$ cat src/rtl/dsp_p_quantizer.sv
// Rounds, shifts and saturates the DSP48A1 P output to a narrow signed word,
// then buffers it in a small FWFT FIFO with a valid/ready output handshake.
module dsp_p_quantizer #(
    parameter int SHIFT = 17,
    parameter int OUT_W = 18,
    parameter int DEPTH = 4
) (
    input  logic                     clk,
    input  logic                     rst,
    input  logic [47:0]              p_in,
    input  logic                     p_valid,
    output logic [OUT_W-1:0]         out_data,
    output logic                     out_valid,
    input  logic                     out_ready,
    output logic [$clog2(DEPTH):0]   count,
    output logic                     sat_flag,
    output logic                     drop_flag,
    input  logic                     sat_clr
);

    localparam int AW = $clog2(DEPTH);
    localparam int CW = AW + 1;

    localparam logic signed [48:0] RND =
        (SHIFT == 0) ? 49'sd0 : (49'sd1 <<< ((SHIFT > 0) ? SHIFT - 1 : 0));
    localparam logic signed [48:0] SAT_MAX = (49'sd1 <<< (OUT_W - 1)) - 49'sd1;
    localparam logic signed [48:0] SAT_MIN = -(49'sd1 <<< (OUT_W - 1));

    // Stage 1: round-half-up in 49 bits so the rounding add cannot overflow.
    logic signed [48:0] p_ext;
    logic signed [48:0] rnd_sum;
    logic signed [48:0] r1;
    logic               v1;

    assign p_ext   = {p_in[47], p_in};
    assign rnd_sum = p_ext + RND;

    always_ff @(posedge clk or posedge rst) begin
        if (rst) begin
            v1 <= 1'b0;
            r1 <= '0;
        end else begin
            v1 <= p_valid;
            r1 <= rnd_sum >>> SHIFT;
        end
    end

    // Stage 2: clamp into the signed OUT_W range.
    logic             over;
    logic             under;
    logic [OUT_W-1:0] sat_val;
    logic [OUT_W-1:0] d2;
    logic             v2;
    logic             sat_set;

    always_comb begin
        over    = (r1 > SAT_MAX);
        under   = (r1 < SAT_MIN);
        sat_val = r1[OUT_W-1:0];
        if (over) begin
            sat_val = SAT_MAX[OUT_W-1:0];
        end else if (under) begin
            sat_val = SAT_MIN[OUT_W-1:0];
        end
        sat_set = v1 && (over || under);
    end

    always_ff @(posedge clk or posedge rst) begin
        if (rst) begin
            v2 <= 1'b0;
            d2 <= '0;
        end else begin
            v2 <= v1;
            d2 <= sat_val;
        end
    end

    // Output handshake: a word transfers on any rising edge where out_valid and
    // out_ready are both 1; out_valid/out_data are registered and never depend
    // combinationally on out_ready, and out_data holds while out_valid && !out_ready.
    logic [OUT_W-1:0] mem [DEPTH];
    logic [AW-1:0]    wr_ptr;
    logic [AW-1:0]    rd_ptr;
    logic [AW-1:0]    rd_next;
    logic [CW-1:0]    count_next;
    logic [OUT_W-1:0] head_next;
    logic             full;
    logic             pop;
    logic             push;
    logic             drop_set;

    always_comb begin
        full     = (count == CW'(DEPTH));
        pop      = out_valid && out_ready;
        push     = v2 && (!full || pop);
        drop_set = v2 && full && !pop;
        rd_next  = pop ? rd_ptr + AW'(1) : rd_ptr;
        count_next = count;
        if (push && !pop) begin
            count_next = count + CW'(1);
        end else if (pop && !push) begin
            count_next = count - CW'(1);
        end
        // The new head is the word being written when it lands in the read slot.
        head_next = mem[rd_next];
        if (push && (rd_next == wr_ptr)) begin
            head_next = d2;
        end
    end

    always_ff @(posedge clk) begin
        if (push) begin
            mem[wr_ptr] <= d2;
        end
    end

    always_ff @(posedge clk or posedge rst) begin
        if (rst) begin
            wr_ptr    <= '0;
            rd_ptr    <= '0;
            count     <= '0;
            out_valid <= 1'b0;
            out_data  <= '0;
        end else begin
            if (push) begin
                wr_ptr <= wr_ptr + AW'(1);
            end
            rd_ptr    <= rd_next;
            count     <= count_next;
            out_valid <= (count_next != '0);
            out_data  <= head_next;
        end
    end

    // Sticky flags: a set event in the same cycle as sat_clr wins.
    always_ff @(posedge clk or posedge rst) begin
        if (rst) begin
            sat_flag  <= 1'b0;
            drop_flag <= 1'b0;
        end else begin
            sat_flag  <= sat_set  || (sat_flag  && !sat_clr);
            drop_flag <= drop_set || (drop_flag && !sat_clr);
        end
    end

endmodule

$ cat config.mk
export PLATFORM = sky130hd
export DESIGN_NAME = dsp_p_quantizer
export DESIGN_NICKNAME = d
export VERILOG_FILES = /design/src/rtl/dsp_p_quantizer.sv
export SDC_FILE = /design/constraint.sdc
export NUM_CORES = 1
export LEC_CHECK = 0
export BUFFER_PORTS_ARGS = -buffer_cell sky130_fd_sc_hd__buf_4
export CAP_MARGIN = 25
export CORE_UTILIZATION = 52
export CTS_CLUSTER_SIZE = 30
export DETAILED_ROUTE_END_ITERATION = 12
export HOLD_SLACK_MARGIN = 0.05
export PLACE_DENSITY_LB_ADDON = 0.15
export SETUP_SLACK_MARGIN = 0.4
export SYNTH_ARGS = -nofsm -noshare
export SYNTH_HDL_FRONTEND = slang
export SYNTH_SLANG_ARGS = --single-unit
$ cat constraint.sdc
create_clock -name clk -period 2.25 [get_ports clk]
set_clock_uncertainty 0.15 [all_clocks]
set_input_delay 0.225 -clock clk [delete_from_list [all_inputs] [get_ports clk]]
set_output_delay 0.225 -clock clk [all_outputs]
set_load 0.1 [all_outputs]
==> metrics.md, run 1 <==
| Metric | Value |
|---|---|
| Worst path cell trace | `nand2_4, xor2_4, buf_12, clkbuf_16, mux4_2, mux2_4` |
| Tmin final | `2.135 ns` |
| Synth async-reset ratio | `52.63%` |
| DR pass1 iterations | `4` |
| CP max stage delay | `0.51 ns` |
| Status | `finished, final reports clean` |
| Worst Hold Depth | `4` |
| Num ports | `77` |
| Final hold slack | `0.1178 ns` |
| CTS tree | `built` |
| Largest net degree at the start of global routing | `38` |
| Post-Syn Area per Cell | `16.73 um^2` |
| Yosys warning count | `0` |
| Sequential share of the synthesized area | `68.76%` |
| Bufs and invs on worst path | `2` |
| Initial Util | `53.26%` |
| Core ar. | `0.01137 mm^2` |
| Layout cells sized above 1 | `35.81%` |
| Ys flop type | `dfrtp_1` |
| Worst reg-to-reg path cell count | `6` |
| Root Buffer | `clkbuf_16` |
| Clock buffer depth | `2` |
| Fin. max-slew vios | `0` |
| Fmax | `0.4684 GHz` |
| Max rail drop VDD | `0.001073 V` |
| Clock-pin slew on the worst setup and hold paths | `0.06 ns` |
| Max Cap Viol | `0` |
| Final Wtd Congestion | `0.7427` |
| Vias in the first global route | `3,732` |
| Worst Path Arrival | `2.27 ns` |
| Std-Cell Rows | `39` |
| Height of the die | `109.9 um` |
| Synth area leaders | `edfxtp_1 (36%), dfrtp_1 (33%), mux4_2 (4.5%), xnor2_1 (4.0%), mux4_1 (2.6%)` |
| Total number of vias | `3,627` |
| Gate Count Post-Synth | `362` |
| Post-route setup slack | `0.1151 ns` |
| HPWL after detailed placement | `6.439 mm` |
| Remaining Overflow, GRT | `0` |
| First-pass GRT wire length | `18.30 mm` |
| Hold violation count in the final report | `0` |
| Crit path max fanout | `5` |
| Crit Path Class | `reg2reg` |
| RSZ-0062 raised after global routing | `true` |
| DP Cell Count | `561` |
| Starting DRC count in detailed routing | `163` |
| CP startpoint kind | `register` |
| Final wirelength | `12.12 mm` |
| I/O Buffers | `60` |
| Worst path depth | `6` |
| Slowest-stage cell, CP | `mux4_2` |
| Static Leak | `3.359 nW` |
| Die W | `109.9 um` |
| Commonest cells in the netlist | `dfrtp_1 (80), edfxtp_1 (72), xnor2_1 (28), a21o_1 (17)` |
| Post-layout nets | `573` |
| # DRC | `0` |
| P per Cell Area | `1433 mW/mm^2` |
| Ant diodes | `0` |
| Pre-CTS setup slack | `0.03446 ns` |
| Unique masters post-synth | `39` |
| Die area | `0.01208 mm^2` |
| Setup violators final | `0` |
| Final std cells w/o fill | `668` |
| Syn Std Cell Area | `0.006056 mm^2` |
| Fin crit share | `94.88%` |
| CTS Buf Count | `17` |
| Synth area leader | `edfxtp_1` |
| Worst-Margin Slew | `0.8178 ns` |
| Routed wire per std cell | `18.14 um` |
| Slew margin rel. | `45.37%` |
| WP data required | `2.39 ns` |
| Syn nets | `423` |
| Clock Sinks | `152` |
| Crit. End Element | `register` |
| Tot Pwr | `11.88 mW` |
| CTS H-tree depth | `4` |
| Yosys top cell area share | `35.70%` |
| GRT Resource Usage Total | `21.18%` |
| Routed Antenna Nets | `0` |
| Initial antenna violation count | `0` |
| Critical path's top delay family | `multiplexers` |
| Worst min path class | `in2reg` |
| Setup tns final | `0 ns` |
| Post-synth EDFFs | `72` |
| Worst-skew pair later-pin latency | `0.41 ns` |
| Layout area overhead | `36.90%` |
| Most common cell in the netlist | `dfrtp_1` |
| Seq cells post-synth | `152` |
| DR vias/cell | `5.430` |
power breakdown:
group,internal (mW),switching (mW),leakage (nW)
clock network,2.07,1.06,0.321
registers,3.53,0.248,1.57
logic,2.14,2.84,1.47
total,7.74,4.14,3.36
flip-flops by register name, summed over array words and instances (netlist names):
| name | cells |
|---|---|
| count | 3 |
| d2 | 18 |
| drop_flag | 1 |
| mem | 72 |
| out_data | 18 |
| out_valid | 1 |
| r1 | 32 |
| rd_ptr | 2 |
| sat_flag | 1 |
| v1 | 1 |
| v2 | 1 |
| wr_ptr | 2 |
through the flow:
step | cell area [um^2] | util (%)
6_report | 8290 | 72.92
3_3_place_gp | 6746 | 59.34
5_1_grt | 8290 | 72.92
4_1_cts | 8113 | 71.35
2_1_floorplan | 6087 | -
3_5_place_dp | 6746 | 59.34
routing by layer:
metal  up-vias  share of wire [%]  global-route usage, %
met5         -                  0                      0
li1       1644                  -                      -
met3        18                4.7                  5.453
met1      1830                 42                  25.42
met4         0                1.8                  10.48
met2       135                 52                  35.54
worst register-to-register path, cell delays in order, from the launching register on:
cell and delay (ns):
dfrtp_4 0.50, nand2_4 0.11, xor2_4 0.16, buf_12 0.14, clkbuf_16 0.15, mux4_2 0.51, mux2_4 0.29
path summary, 6_finish.rpt:
| check | startpoint | end | slack [ns] |
|---|---|---|---|
| min reg2reg | v1$_DFF_PP0_ | v2$_DFF_PP0_ | 0.22 |
| max | out_valid$_DFF_PP0_ | out_data[12]$_DFF_PP0_ | 0.12 |
| min in group asynchronous | rst | sat_flag$_DFF_PP0_ | 0.38 |
| min | p_in[26] | r1[11]$_DFF_PP0_ | 0.12 |
| max in group asynchronous | rst | d2[11]$_DFF_PP0_ | 0.94 |
| max reg2reg | out_valid$_DFF_PP0_ | out_data[12]$_DFF_PP0_ | 0.12 |
logic make-up (layout without fill, tap and decap cells):
logic type,count (synthesis),count (layout),synth area share [%]
DFF,152,152,68.76
and+or+nand+nor,71,75,6.467
muxes,38,38,11.36
xor gates and xnor gates,37,37,5.785
AOI/OAI and AO/OA,30,30,3.698
buffers and inverters,26,185,2.273
adders and majority gates,8,8,1.653
layout by cell type, fill, tap and decap left out, drive strengths merged:
cell type / count
dlygate4sd3: 47
nand4: 10
mux2: 18
and4: 3
bufinv: 6
clkinv: 7
nand3b: 1
xnor2: 28
nand3: 14
buf: 92
dfrtp: 80
mux4: 18
and3b: 2
a211oi: 2
o31a: 1
a21oi: 1
xor2: 9
ha: 8
o41ai: 1
edfxtp: 72
nor3: 3
mux2i: 2
nor2: 6
and3: 7
inv: 11
nand2: 15
and2: 9
a41oi: 2
a21boi: 1
o21ai: 4
clkinvlp: 2
clkbuf: 20
nor4: 4
a21o: 17
or3: 1
o22ai: 1
timing repair:
item | CTS | global route
endpoints found under the hold margin | 70 | 0
hold buffers | 47 | 0
gates cloned | 2 | 6
gates resized for setup | 12 | 25
endpoints found under the setup margin | 106 | 89
pin swaps | 5 | 2
buffers inserted | 14 | 6
area by class of cell:
class | count | area (um^2)
inverters | 12 | 48.80
fillers | 702 | 3079
repair buffers | 141 | 1365
clock inverters | 14 | 229.0
well taps | 143 | 178.9
clock buffers | 18 | 429.2
flip-flops and latches | 152 | 4177
multi-input cells | 188 | 1863
No activity file was read; power rests on OpenSTA's default activity.
==> inputs of run 2 (changes only) <==
--- a/config.mk
+++ b/config.mk
@@ -7,10 +7,11 @@
 export LEC_CHECK = 0
 export BUFFER_PORTS_ARGS = -buffer_cell sky130_fd_sc_hd__buf_4
 export CAP_MARGIN = 25
-export CORE_UTILIZATION = 52
+export CORE_UTILIZATION = 62
 export CTS_CLUSTER_SIZE = 30
 export DETAILED_ROUTE_END_ITERATION = 12
 export HOLD_SLACK_MARGIN = 0.05
+export MAX_ROUTING_LAYER = met4
 export PLACE_DENSITY_LB_ADDON = 0.15
 export SETUP_SLACK_MARGIN = 0.4
 export SYNTH_ARGS = -nofsm -noshare
==> constraint.sdc (replaced) <==
create_clock -name clk -period 2.55 [get_ports clk]
set_clock_uncertainty 0.15 [all_clocks]
set_input_delay 0.255 -clock clk [delete_from_list [all_inputs] [get_ports clk]]
set_output_delay 0.255 -clock clk [all_outputs]
set_load 0.1 [all_outputs]
==> metrics.md, run 2 (same netlist as run 1, synthesis figures left out) <==
| Metric | Value |
|---|---|
| Status | `finished, final reports clean (unchanged)` |
| Ant diodes | `0 (unchanged)` |
| First-pass GRT wire length | `19.68 mm (was 18.30 mm)` |
| Reg power frac | `32.7% (was 31.8%)` |
| I/O Buffers | `60 (unchanged)` |
| Fmax | `0.4611 GHz (was 0.4684 GHz)` |
| Final wirelength | `13.49 mm (was 12.12 mm)` |
| Initial Util | `64.62% (was 53.26%)` |
| DR vias/cell | `5.761 (was 5.430)` |
| Worst-skew pair later-pin latency | `0.52 ns (was 0.41 ns)` |
| CP max stage delay | `0.52 ns (was 0.51 ns)` |
| P per Cell Area | `1275 mW/mm^2 (was 1433 mW/mm^2)` |
| Largest Register | `mem (unchanged)` |
| Met3 GRT Util | `4.993% (was 5.453%)` |
| Routed wire per std cell | `21.21 um (was 18.14 um)` |
| Int Pwr | `6.551 mW (was 7.739 mW)` |
| Clock-pin slew on the worst setup and hold paths | `0.07 ns (was 0.06 ns)` |
| Slowest-stage cell, CP | `dfrtp_4 (was mux4_2)` |
| Total number of vias | `3,664 (was 3,627)` |
| Hold violation count in the final report | `0 (unchanged)` |
| Worst-Margin Slew | `0.5800 ns (was 0.8178 ns)` |
| Max reg flops | `72 (unchanged)` |
| # DRC | `0 (unchanged)` |
| CP startpoint kind | `register (unchanged)` |
| Initial antenna violation count | `0 (unchanged)` |
| Starting DRC count in detailed routing | `178 (was 163)` |
| Crit. End Element | `register (unchanged)` |
| Height of the die | `100.8 um (was 109.9 um)` |
| Worst min path class | `in2reg (unchanged)` |
| Std-Cell Rows | `35 (was 39)` |
| Reg area | `0.004178 mm^2 (was 0.004177 mm^2)` |
| Final Cell Area | `0.008074 mm^2 (was 0.008290 mm^2)` |
| Remaining Overflow, GRT | `0 (unchanged)` |
| Slew margin rel. | `61.25% (was 45.37%)` |
| Crit Path Class | `reg2reg (unchanged)` |
| M1 GR Usage | `32.98% (was 25.42%)` |
| Tmin final | `2.169 ns (was 2.135 ns)` |
| Pre-CTS setup slack | `0.3587 ns (was 0.03446 ns)` |
| Clock power frac | `26.4% (was 26.3%)` |
| Fillers | `405 (was 702)` |
| Post-Place Cell Area | `0.006748 mm^2 (was 0.006746 mm^2)` |
| CTS H-tree depth | `4 (unchanged)` |
| Layout area overhead | `33.33% (was 36.90%)` |
| Final Wtd Congestion | `0.7238 (was 0.7427)` |
| GRT busiest layer | `met2 (unchanged)` |
| Post-layout nets | `555 (was 573)` |
| Multi-input gate area | `0.001807 mm^2 (was 0.001863 mm^2)` |
| Routed Antenna Nets | `0 (unchanged)` |
| Most frequent cells in the layout | `dfrtp_1 (75), edfxtp_1 (72), buf_4 (67), dlygate4sd3_1 (44), xnor2_1 (28) (was dfrtp_1 (76), buf_4 (74), edfxtp_1 (72), dlygate4sd3_1 (47), xnor2_1 (28))` |
| Crit path max fanout | `4 (was 5)` |
| Num ports | `77 (unchanged)` |
| HPWL after detailed placement | `6.305 mm (was 6.439 mm)` |
| Largest net degree at the start of global routing | `57 (was 38)` |
| DP Cell Count | `547 (was 561)` |
| Vias in the first global route | `3,851 (was 3,732)` |
| Die W | `100.8 um (was 109.9 um)` |
| Layout cells sized above 1 | `31.95% (was 35.81%)` |
| RSZ-0062 raised after global routing | `true (unchanged)` |
| Final std cells w/o fill | `636 (was 668)` |
| Fin. max-slew vios | `0 (unchanged)` |
| GRT Resource Usage Total | `28.30% (was 21.18%)` |
| Switching Share | `36.35% (was 34.85%)` |
| Core ar. | `0.009371 mm^2 (was 0.01137 mm^2)` |
| Die area | `0.01017 mm^2 (was 0.01208 mm^2)` |
| Setup violators final | `0 (unchanged)` |
| Top flop regs | `mem (72), r1 (32) (unchanged)` |
| Commonest non-fill, non-tap cell in the layout | `dfrtp_1 (unchanged)` |
| Psw | `3.740 mW (was 4.141 mW)` |
| Max Cap Viol | `0 (unchanged)` |
| Post-route setup slack | `0.3812 ns (was 0.1151 ns)` |
| CTS Buf Count | `17 (unchanged)` |
| WP data required | `2.81 ns (was 2.39 ns)` |
| Gate power share | `40.9% (was 41.9%)` |
| Static Leak | `3.262 nW (was 3.359 nW)` |
| CTS tree | `built (unchanged)` |
| DR pass1 iterations | `4 (unchanged)` |
| Clock Sinks | `152 (unchanged)` |
| Root Buffer | `clkbuf_8 (was clkbuf_16)` |
| GR Layer Usage met2 | `48.63% (was 35.54%)` |
| Worst Path Arrival | `2.43 ns (was 2.27 ns)` |
| Clock buffer depth | `2 (unchanged)` |
| Worst path cell trace | `nand2_8, xor2_4, buf_12, clkbuf_16, mux4_2, mux2_4 (was nand2_4, xor2_4, buf_12, clkbuf_16, mux4_2, mux2_4)` |
| Fin crit share | `85.05% (was 94.88%)` |
| Max rail drop VDD | `0.001182 V (was 0.001073 V)` |
| Setup tns final | `0 ns (unchanged)` |
-- run 2: cell count changes in the layout (fill, tap and decap cells not counted), moves of 5 or more --
cell    previous run  this run
and2_4             8         1
buf_4             74        67
mux4_1             0         6
mux4_2            18        12
mux2_2             2         7
mux2_4            16        11
-- run 2: metrics by stage --
| stage | total power, mW | hold slack [ns] | util [%] |
|---|---|---|---|
| after global routing | 10.62 | 0.1600 | 86.15 |
| after global placement | 6.915 | 0.1859 | 72.00 |
| after detailed placement | 7.005 | 0.1929 | 72.00 |
| final | 10.29 | 0.1506 | 86.15 |
| after floorplan | 6.180 | 0.1364 | - |
| after CTS | 9.979 | 0.1500 | 84.31 |
-- run 2: final timing paths --
check / start / end / slack (ns) / depth (start not counted)
setup / recovery: out_valid$_DFF_PP0_ / out_data[11]$_DFF_PP0_ / 0.38 / 6
hold reg to reg: v1$_DFF_PP0_ / v2$_DFF_PP0_ / 0.23 / 0
setup reg to reg: out_valid$_DFF_PP0_ / out_data[11]$_DFF_PP0_ / 0.38 / 6
min in group asynchronous: rst / r1[19]$_DFF_PP0_ / 0.22 / 3
max in group asynchronous: rst / d2[16]$_DFF_PP0_ / 1.33 / 4
hold / removal: out_ready / drop_flag$_DFF_PP0_ / 0.15 / 5
-- run 2: what timing repair did --
| item | CTS | global route |
|---|---|---|
| resized for setup | 4 | 11 |
| pin swaps | 2 | 2 |
| endpoints found under the setup margin | 16 | 39 |
| gates cloned | 1 | 4 |
| endpoints found under the hold margin | 59 | 0 |
| setup buffers | 3 | 5 |
| hold buffers | 44 | 0 |
-- run 2: critical path, delay by kind of cell, from the launching register on --
family,cells,cell delay (ns)
flops,1,0.52
simple gates,1,0.09
buf+inv,2,0.29
xor+xnor,1,0.22
mux,2,0.77
-- run 2: area by class of cell --
cell class	instances	share of cell area (%)
Sequential cell	152	51.74
Multi-Input combinational cell	184	22.38
Timing Repair Buffer	127	15.39
Clock buffer	19	5.222
Clock inverter	13	2.665
Tap cell	129	1.999
Inverter	12	0.6044
-- run 2: routing by layer --
metal	vias up	wire length (um)	share of wire, %
met5	-	0	0
met4	0	285	2.1
met3	29	624	4.6
met2	155	7430	55
met1	1873	5148	38
li1	1607	-	-
-- run 2: power groups by stage --
stage / logic, mW / clock network, mW / registers (mW)
after CTS: 3.90 / 2.73 / 3.36
final: 4.21 / 2.72 / 3.36
after floorplan: 1.54 / 0 / 4.64
after global placement: 3.57 / 0 / 3.35
after detailed placement: 3.63 / 0 / 3.38
after global routing: 4.40 / 2.82 / 3.40
